File: src/rtl/seg7_scan_decoder.sv
// Recovers the hex value shown on each digit of a multiplexed 7-segment display.
// The decoder observes the segment and anode lines and captures a digit once its sample has settled.
module seg7_scan_decoder #(
  parameter int N_DIGITS      = 4,
  parameter int STABLE_CYCLES = 4
) (
  input  logic                  clk,
  input  logic                  rst,
  input  logic [6:0]            seg,
  input  logic [N_DIGITS-1:0]   an,
  input  logic                  clr_err,
  output logic [4*N_DIGITS-1:0] digits,
  output logic [N_DIGITS-1:0]   digit_valid,
  output logic                  frame_valid,
  output logic                  err_pat,
  output logic                  err_an
);

  localparam int SAMPLE_W = 7 + N_DIGITS;
  localparam logic [8:0] STABLE_TARGET = 9'(STABLE_CYCLES);

  typedef enum logic [1:0] {
    PAT_LEGAL,
    PAT_BLANK,
    PAT_ILLEGAL
  } pat_kind_e;

  typedef struct packed {
    pat_kind_e  kind;
    logic [3:0] value;
  } pat_dec_t;

  // Segment order is {a,b,c,d,e,f,g}; both the all-dark and the lone-dash codes read as blank.
  function automatic pat_dec_t decode_seg(input logic [6:0] code);
    pat_dec_t d;
    d.kind  = PAT_LEGAL;
    d.value = 4'h0;
    case (code)
      7'b1111110: d.value = 4'h0;
      7'b0110000: d.value = 4'h1;
      7'b1101101: d.value = 4'h2;
      7'b1111001: d.value = 4'h3;
      7'b0110011: d.value = 4'h4;
      7'b1011011: d.value = 4'h5;
      7'b1011111: d.value = 4'h6;
      7'b1110000: d.value = 4'h7;
      7'b1111111: d.value = 4'h8;
      7'b1111011: d.value = 4'h9;
      7'b1110111: d.value = 4'hA;
      7'b0011111: d.value = 4'hB;
      7'b1001110: d.value = 4'hC;
      7'b0111101: d.value = 4'hD;
      7'b1001111: d.value = 4'hE;
      7'b1000111: d.value = 4'hF;
      7'b0000000,
      7'b0000001: d.kind = PAT_BLANK;
      default:    d.kind = PAT_ILLEGAL;
    endcase
    return d;
  endfunction

  logic [SAMPLE_W-1:0]   sample_q;
  logic [SAMPLE_W-1:0]   sample_d;
  logic [7:0]            dwell_q;
  logic [7:0]            dwell_d;
  logic [8:0]            dwell_inc;
  logic [N_DIGITS-1:0]   seen_q;
  logic [N_DIGITS-1:0]   seen_next;
  logic [4*N_DIGITS-1:0] digits_d;
  logic [N_DIGITS-1:0]   digit_valid_d;

  logic     same_sample;
  logic     capture_due;
  logic     an_zero;
  logic     an_multi;
  logic     an_onehot;
  logic     capture;
  logic     cap_ok;
  logic     pat_evt;
  logic     an_evt;
  logic     frame_done;
  pat_dec_t dec;

  // Dwell tracking: dwell_q counts identical samples up to the previous cycle; zero means no history.
  always_comb begin
    sample_d    = {seg, an};
    same_sample = (sample_d == sample_q) && (dwell_q != 8'd0);
    dwell_inc   = same_sample ? ({1'b0, dwell_q} + 9'd1) : 9'd1;
    capture_due = (dwell_inc == STABLE_TARGET);
    dwell_d     = (dwell_inc > STABLE_TARGET) ? STABLE_TARGET[7:0] : dwell_inc[7:0];
  end

  always_comb begin
    an_zero   = (an == '0);
    an_multi  = ((an & (an - N_DIGITS'(1))) != '0);
    an_onehot = !an_zero && !an_multi;
    dec       = decode_seg(seg);
    capture   = capture_due && an_onehot;
    pat_evt   = capture && (dec.kind == PAT_ILLEGAL);
    cap_ok    = capture && (dec.kind != PAT_ILLEGAL);
    // A multi-hot anode is reported once, when that sample first appears.
    an_evt    = an_multi && (dwell_inc == 9'd1);
  end

  // NOTE: every always_comb output gets a default before any conditional write so no latch is inferred.
  always_comb begin
    digits_d      = digits;
    digit_valid_d = digit_valid;
    for (int i = 0; i < N_DIGITS; i++) begin
      if (cap_ok && an[i]) begin
        digits_d[4*i +: 4] = (dec.kind == PAT_LEGAL) ? dec.value : 4'h0;
        digit_valid_d[i]   = (dec.kind == PAT_LEGAL);
      end
    end
    seen_next  = seen_q | (cap_ok ? an : '0);
    frame_done = cap_ok && (&seen_next);
  end

  // NOTE: sequential state uses non-blocking assignments so every register samples pre-edge values.
  // NOTE: all state, including the sample history, is reset so a dwell never spans a reset.
  always_ff @(posedge clk) begin
    if (rst) begin
      sample_q    <= '0;
      dwell_q     <= 8'd0;
      seen_q      <= '0;
      digits      <= '0;
      digit_valid <= '0;
      frame_valid <= 1'b0;
      err_pat     <= 1'b0;
      err_an      <= 1'b0;
    end else begin
      sample_q    <= sample_d;
      dwell_q     <= dwell_d;
      digits      <= digits_d;
      digit_valid <= digit_valid_d;
      frame_valid <= frame_done;
      seen_q      <= frame_done ? '0 : seen_next;
      // A new error in the clearing cycle keeps its flag set.
      err_pat     <= (err_pat && !clr_err) || pat_evt;
      err_an      <= (err_an && !clr_err) || an_evt;
    end
  end

endmodule

File: config.mk
export PLATFORM = sky130hd
export DESIGN_NAME = seg7_scan_decoder
export DESIGN_NICKNAME = d
export VERILOG_FILES = /design/src/rtl/seg7_scan_decoder.sv
export SDC_FILE = /design/constraint.sdc
export NUM_CORES = 1
export LEC_CHECK = 0
export CAP_MARGIN = 5
export CORE_MARGIN = 3
export CORE_UTILIZATION = 51
export CTS_CLUSTER_DIAMETER = 80
export CTS_CLUSTER_SIZE = 25
export DETAILED_ROUTE_END_ITERATION = 8
export MAX_ROUTING_LAYER = met4
export PLACE_DENSITY = 0.82
export SLEW_MARGIN = 20
export SYNTH_ARGS = -nofsm -noshare
export SYNTH_HDL_FRONTEND = slang
export SYNTH_SLANG_ARGS = --single-unit
File: constraint.sdc
create_clock -name clk -period 4.3 [get_ports clk]
set_clock_uncertainty 0.1 [all_clocks]
set_input_delay 1.29 -clock clk [delete_from_list [all_inputs] [get_ports clk]]
set_output_delay 1.29 -clock clk [all_outputs]
set_load 0.01 [all_outputs]
Word level (Yosys, flattened, before mapping)
Cells that the tools add are included.
{"block": "word_totals", "regBits": 46, "input_bits": 14, "out_inout_bits": 23, "word_cells": 76}
{"block": "classes", "bitwise_logic": 2, "magnitude_cmp": 1, "n_mux": 6, "eq_ne": 22, "n_reduce_logical": 28, "n_addsub": 2}
{"op": "$eq 7x7->1 const B", "n": 12}
{"op": "$pmux 4 s15", "n": 1}
{"op": "$eq 7x6->1 const B", "n": 3}
{"op": "$reduce_or 16->1", "n": 1}
{"op": "$logic_and 1x1->1", "n": 13}
{"op": "$eq 11x11->1", "n": 1}
{"op": "$add 8x1->9 const B", "n": 1}
{"op": "$eq 9x1->1 const B", "n": 1}
{"op": "$eq 9x3->1 const B", "n": 1}
{"op": "$gt 9x3->1 const B", "n": 1}
{"op": "$mux 9", "n": 1}
{"op": "$mux 4", "n": 2}
{"op": "$reduce_bool 8->1", "n": 1}
{"op": "$eq 7x1->1 const B", "n": 1}
{"op": "$eq 7x5->1 const B", "n": 1}
{"op": "$logic_not 7->1", "n": 1}
{"op": "$reduce_or 2->1", "n": 3}
{"op": "$and 4x4->4", "n": 1}
{"op": "$logic_not 4->1", "n": 1}
{"op": "$or 4x4->4", "n": 1}
{"op": "$pmux 2 s2", "n": 1}
{"op": "$reduce_and 4->1", "n": 1}
{"op": "$reduce_bool 4->1", "n": 1}
{"op": "$sub 4x1->4 const B", "n": 1}
{"op": "6 further kinds", "n": 9}

Depth between registers and ports, before layout
{"block": "logic_depth", "depth_word": 12, "mapped_depth": 8, "ltp_nobuf": 7}

Least setup slack after synthesis
Ideal clock, no wire load.
{"block": "synth_path", "path_kind": "input to register", "startpoint": "input an[2]", "endpoint": "register digits[11]", "t_required_ns": 4.055, "setup_ns": 0.145, "path_stages": 7, "path_buffers": 1, "path_slack_ns": 1.300, "arrival_ns": 2.755, "cell_sequence": "buf_6 xor2_1 nor4_2 nand4_1 nor4_4 nand3_2 mux2i_1"}
{"block": "synth_between", "elab_chain_cells": 8, "elab_cells_between_ends": 14, "cone_classes": "add/sub (1); eq/ne (2); mux (1); bitwise (1); reduce/logical (9)"}
{"item": "from (decl)", "line_no": "10", "source": "input logic [N_DIGITS-1:0] an,"}
{"item": "$sub 4x1->4", "line_no": "95", "source": "an_multi = ((an & (an - N_DIGITS'(1))) != '0);"}
{"item": "$and 4x4->4", "line_no": "95"}
{"item": "$reduce_bool 4->1", "line_no": "95"}
{"item": "$logic_not 1->1", "line_no": "96", "source": "an_onehot = !an_zero && !an_multi;"}
{"item": "$logic_and 1x1->1", "line_no": "96"}
{"item": "$logic_and 1x1->1", "line_no": "98", "source": "capture = capture_due && an_onehot;"}
{"item": "$logic_and 1x1->1", "line_no": "100", "source": "cap_ok = capture && (dec.kind != PAT_ILLEGAL);"}
{"item": "$logic_and 1x1->1 *", "line_no": "110", "source": "if (cap_ok && an[i]) begin"}
{"item": "to (signal assigned)", "line_no": "134", "source": "digits <= digits_d;"}
{"item": "to (decl)", "line_no": "12", "source": "output logic [4*N_DIGITS-1:0] digits,"}
Every way passes the cells marked *; elsewhere a longest branch is shown, timed or not.
A chain may end at the register's enable or synchronous reset.

Final worst setup path
{"block": "layout_path", "startpoint": "input seg[4]", "endpoint": "register digits[11]"}
{"block": "layout_between", "elab_chain_cells": 7, "elab_cells_between_ends": 32, "cone_classes": "eq/ne (20); mux (4); reduce/logical (8)"}
{"item": "from (decl)", "line_no": "9", "source": "input logic [6:0] seg,"}
{"item": "branches (longest 7 deep; another with $reduce_or 16->1)"}
Parallel ways; which one is timed is not known.

==> results.toml <==
[run_status]
status = "completed"

[cells_and_area]
fillerInstances = 353
ff_latch_area_um2 = 921
multi_input_area_mm2 = 0.00124
drive_gt1_share_pct = 8.47
synthToLayoutAreaGrowth_pct = 22.7
diodes = 0
stdcell_count = 345
finish.net_count = 311

[min_path]
min_path_type = "flip-flop to flip-flop"

[die]
num_rows = 23
fp.dieArea_mm2 = 0.00531
die_w_um = 72.9
start_util_pct = 55.0
ios = 37
design.core.area_mm2 = 0.00414
die_h_um = 72.9

[sta]
finalSetupTns_ns = 0
slew_headroom_pct = 45.5
fin_crit_ns = 3.74
period_share_pct = 87.0
finalHoldViolations = 0
setup-violations-final = 0
rsz0062_at_grt = "false"
max_slew.worst_pin.slew_ns = 0.807
fmaxAchievable_mhz = 267
maxSlewViolCount = 0

[synth]
synth-main-ff-cell = "dfxtp_1"
ys_ff_latch = 46
synth_cell_types = 46
synth-warning-count = 0
synth-edff-count = 0
avgSynthCellArea_um2 = 8.87
synthArstFlopShare_pct = 0
synthesis.area_mm2 = 0.00228
synth_common_cells = "dfxtp_1, nand2_1, mux2i_1"
yosys.cell_count.top_type = "dfxtp_1"
synth_top_area_share_pct = 40.4
synth_top_area_cell = "dfxtp_1"
synthCells = 257
synth-seq-area-share_pct = 40.4
ys_top_cells_by_area = "dfxtp_1, mux2i_1, xor2_1, nand2_1, nor2b_1"

[job]
maxCapViolCount = 0

[grt]
overflow = 0
grt_pass1_wl_um = 8780
grt_max_degree = 24
grt_pass1_vias = 1875
antenna_found_initial = 0
grt_usage_pct = 21.7

[clock_tree]
cts.path.max_buffers = 2
cts_tree = "done"
ctsResizeCount = 0
cts.clk_slew.worst_paths_ns = 0.08
cts_root_buf = "clkbuf_8"
cts.htree.levels = 2
clock-sinks = 46
cts_setup_buffers = 0
clock_latency_ns = 0.29
hold_buffers = 0
cts_buffers = 5

[placement]
dp_hpwl_um = 3670
place.gp.congestion = 0.960
dp_cells = 338
port_buffers = 36

[power]
p_leak_nw = 1.14
peakVddDrop_mv = 0.215
p_per_area_mw_per_mm2 = 306

[detailed_routing]
wirelength_um = 5180
viasPerCell = 5.55
drtPass1Iterations = 4
post-route-drc-count = 0
drtAntennaViolNets = 0
drt_iter0_markers = 249
wire_per_inst_um = 15.0
vias = 1915

[critical_path]
worstSetupPathType = "input pin to flip-flop"
start_kind = "input pin"
arrival_ns = 3.77
cp-end-kind = "flip-flop"
cp_data_required_time_ns = 4.32
crit_path_max_fanout = 16
power by group:
group | internal, W | switching [W] | leakage (nW) | total (W)
logic | 0.0000407 | 0.0000518 | 0.705 | 0.0000925
registers | 0.000435 | 0.00000548 | 0.376 | 0.000441
clock network | 0.000186 | 0.000138 | 0.0573 | 0.000324
cells in the final DEF, fill, tap and decap left out, types with 6 or more instances in the layout:
cell type | synthesis | layout
dfxtp_1 | 46 | 46
clkdlybuf4s50_1 | 0 | 36
nand2_1 | 25 | 25
mux2i_1 | 17 | 17
inv_1 | 14 | 14
a21oi_1 | 13 | 13
nor2b_1 | 13 | 13
nor2_1 | 11 | 11
xor2_1 | 11 | 11
nand3_1 | 7 | 7
nor4_1 | 7 | 7
nor3_1 | 7 | 7
buf_4 | 0 | 7
nand2b_1 | 6 | 6
clkbuf_8 | 0 | 6
final timing paths:
| kind | from | to | slack (ns) | cells past startpoint |
|---|---|---|---|---|
| setup / recovery | seg[4] | digits[11] | 0.56 | 7 |
| hold / removal | digit_valid[1] | digit_valid[1] | 0.35 | 2 |
| setup reg to reg | dwell_q[1] | seen_q[2] | 1.89 | 7 |
| hold reg to reg | digit_valid[1] | digit_valid[1] | 0.35 | 2 |
flip-flops by register name, indices dropped and copies added (netlist names):
signal       count
seen_q           4
dwell_q          8
digit_valid      4
err_pat          1
frame_valid      1
sample_q        11
err_an           1
digits          16
critical path: stages:
cell             delay [ns]
clkdlybuf4s50_1        0.69
xor2_1                 0.26
nor4_1                 0.26
nand4_1                0.38
nor4_4                 0.44
nand3_2                0.25
mux2i_1                0.19
stage by stage:
stage	hold slack (ns)	total power, W	setup WS, ns	instance area, um^2	utilization [%]
6_report	0.352	0.000857	0.558	2800	67.5
5_1_grt	0.384	0.000891	0.338	2800	67.5
4_1_cts	0.354	0.000863	0.534	2800	67.5
3_5_place_dp	0.339	0.000542	0.255	2690	64.8
3_3_place_gp	0.333	0.000541	0.304	2690	64.8
2_1_floorplan	0.324	0.000511	1.30	2290	-
cell type report:
cell class | count | share of cell area (%)
clock inverters | 1 | 1.07
multi-input cells | 185 | 44.2
well taps | 50 | 2.24
inverters | 14 | 1.88
repair buffers | 43 | 14.8
flip-flops and latches | 46 | 32.9
clock buffers | 6 | 2.95
routing by layer:
layer	global-route usage [%]	vias up	wire, um
li1	-	964	-
met1	28.7	902	2470
met2	33.8	44	2450
met3	3.86	5	202
met4	6.97	0	57
met5	-	-	0
logic make-up (layout without fill, tap and decap cells):
kind of cell	after synthesis	after routing	share of synthesized area (%)
and+or+nand+nor	102	102	26.5
DFF	46	46	40.4
AOI/OAI and AO/OA	43	43	12.0
buffers and inverters	30	64	6.04
muxes	18	18	7.96
xor gates and xnor gates	14	14	5.38
adders and majority gates	3	3	1.54
other	1	5	0.164
Note: power is estimated with default switching activity, not from simulation.
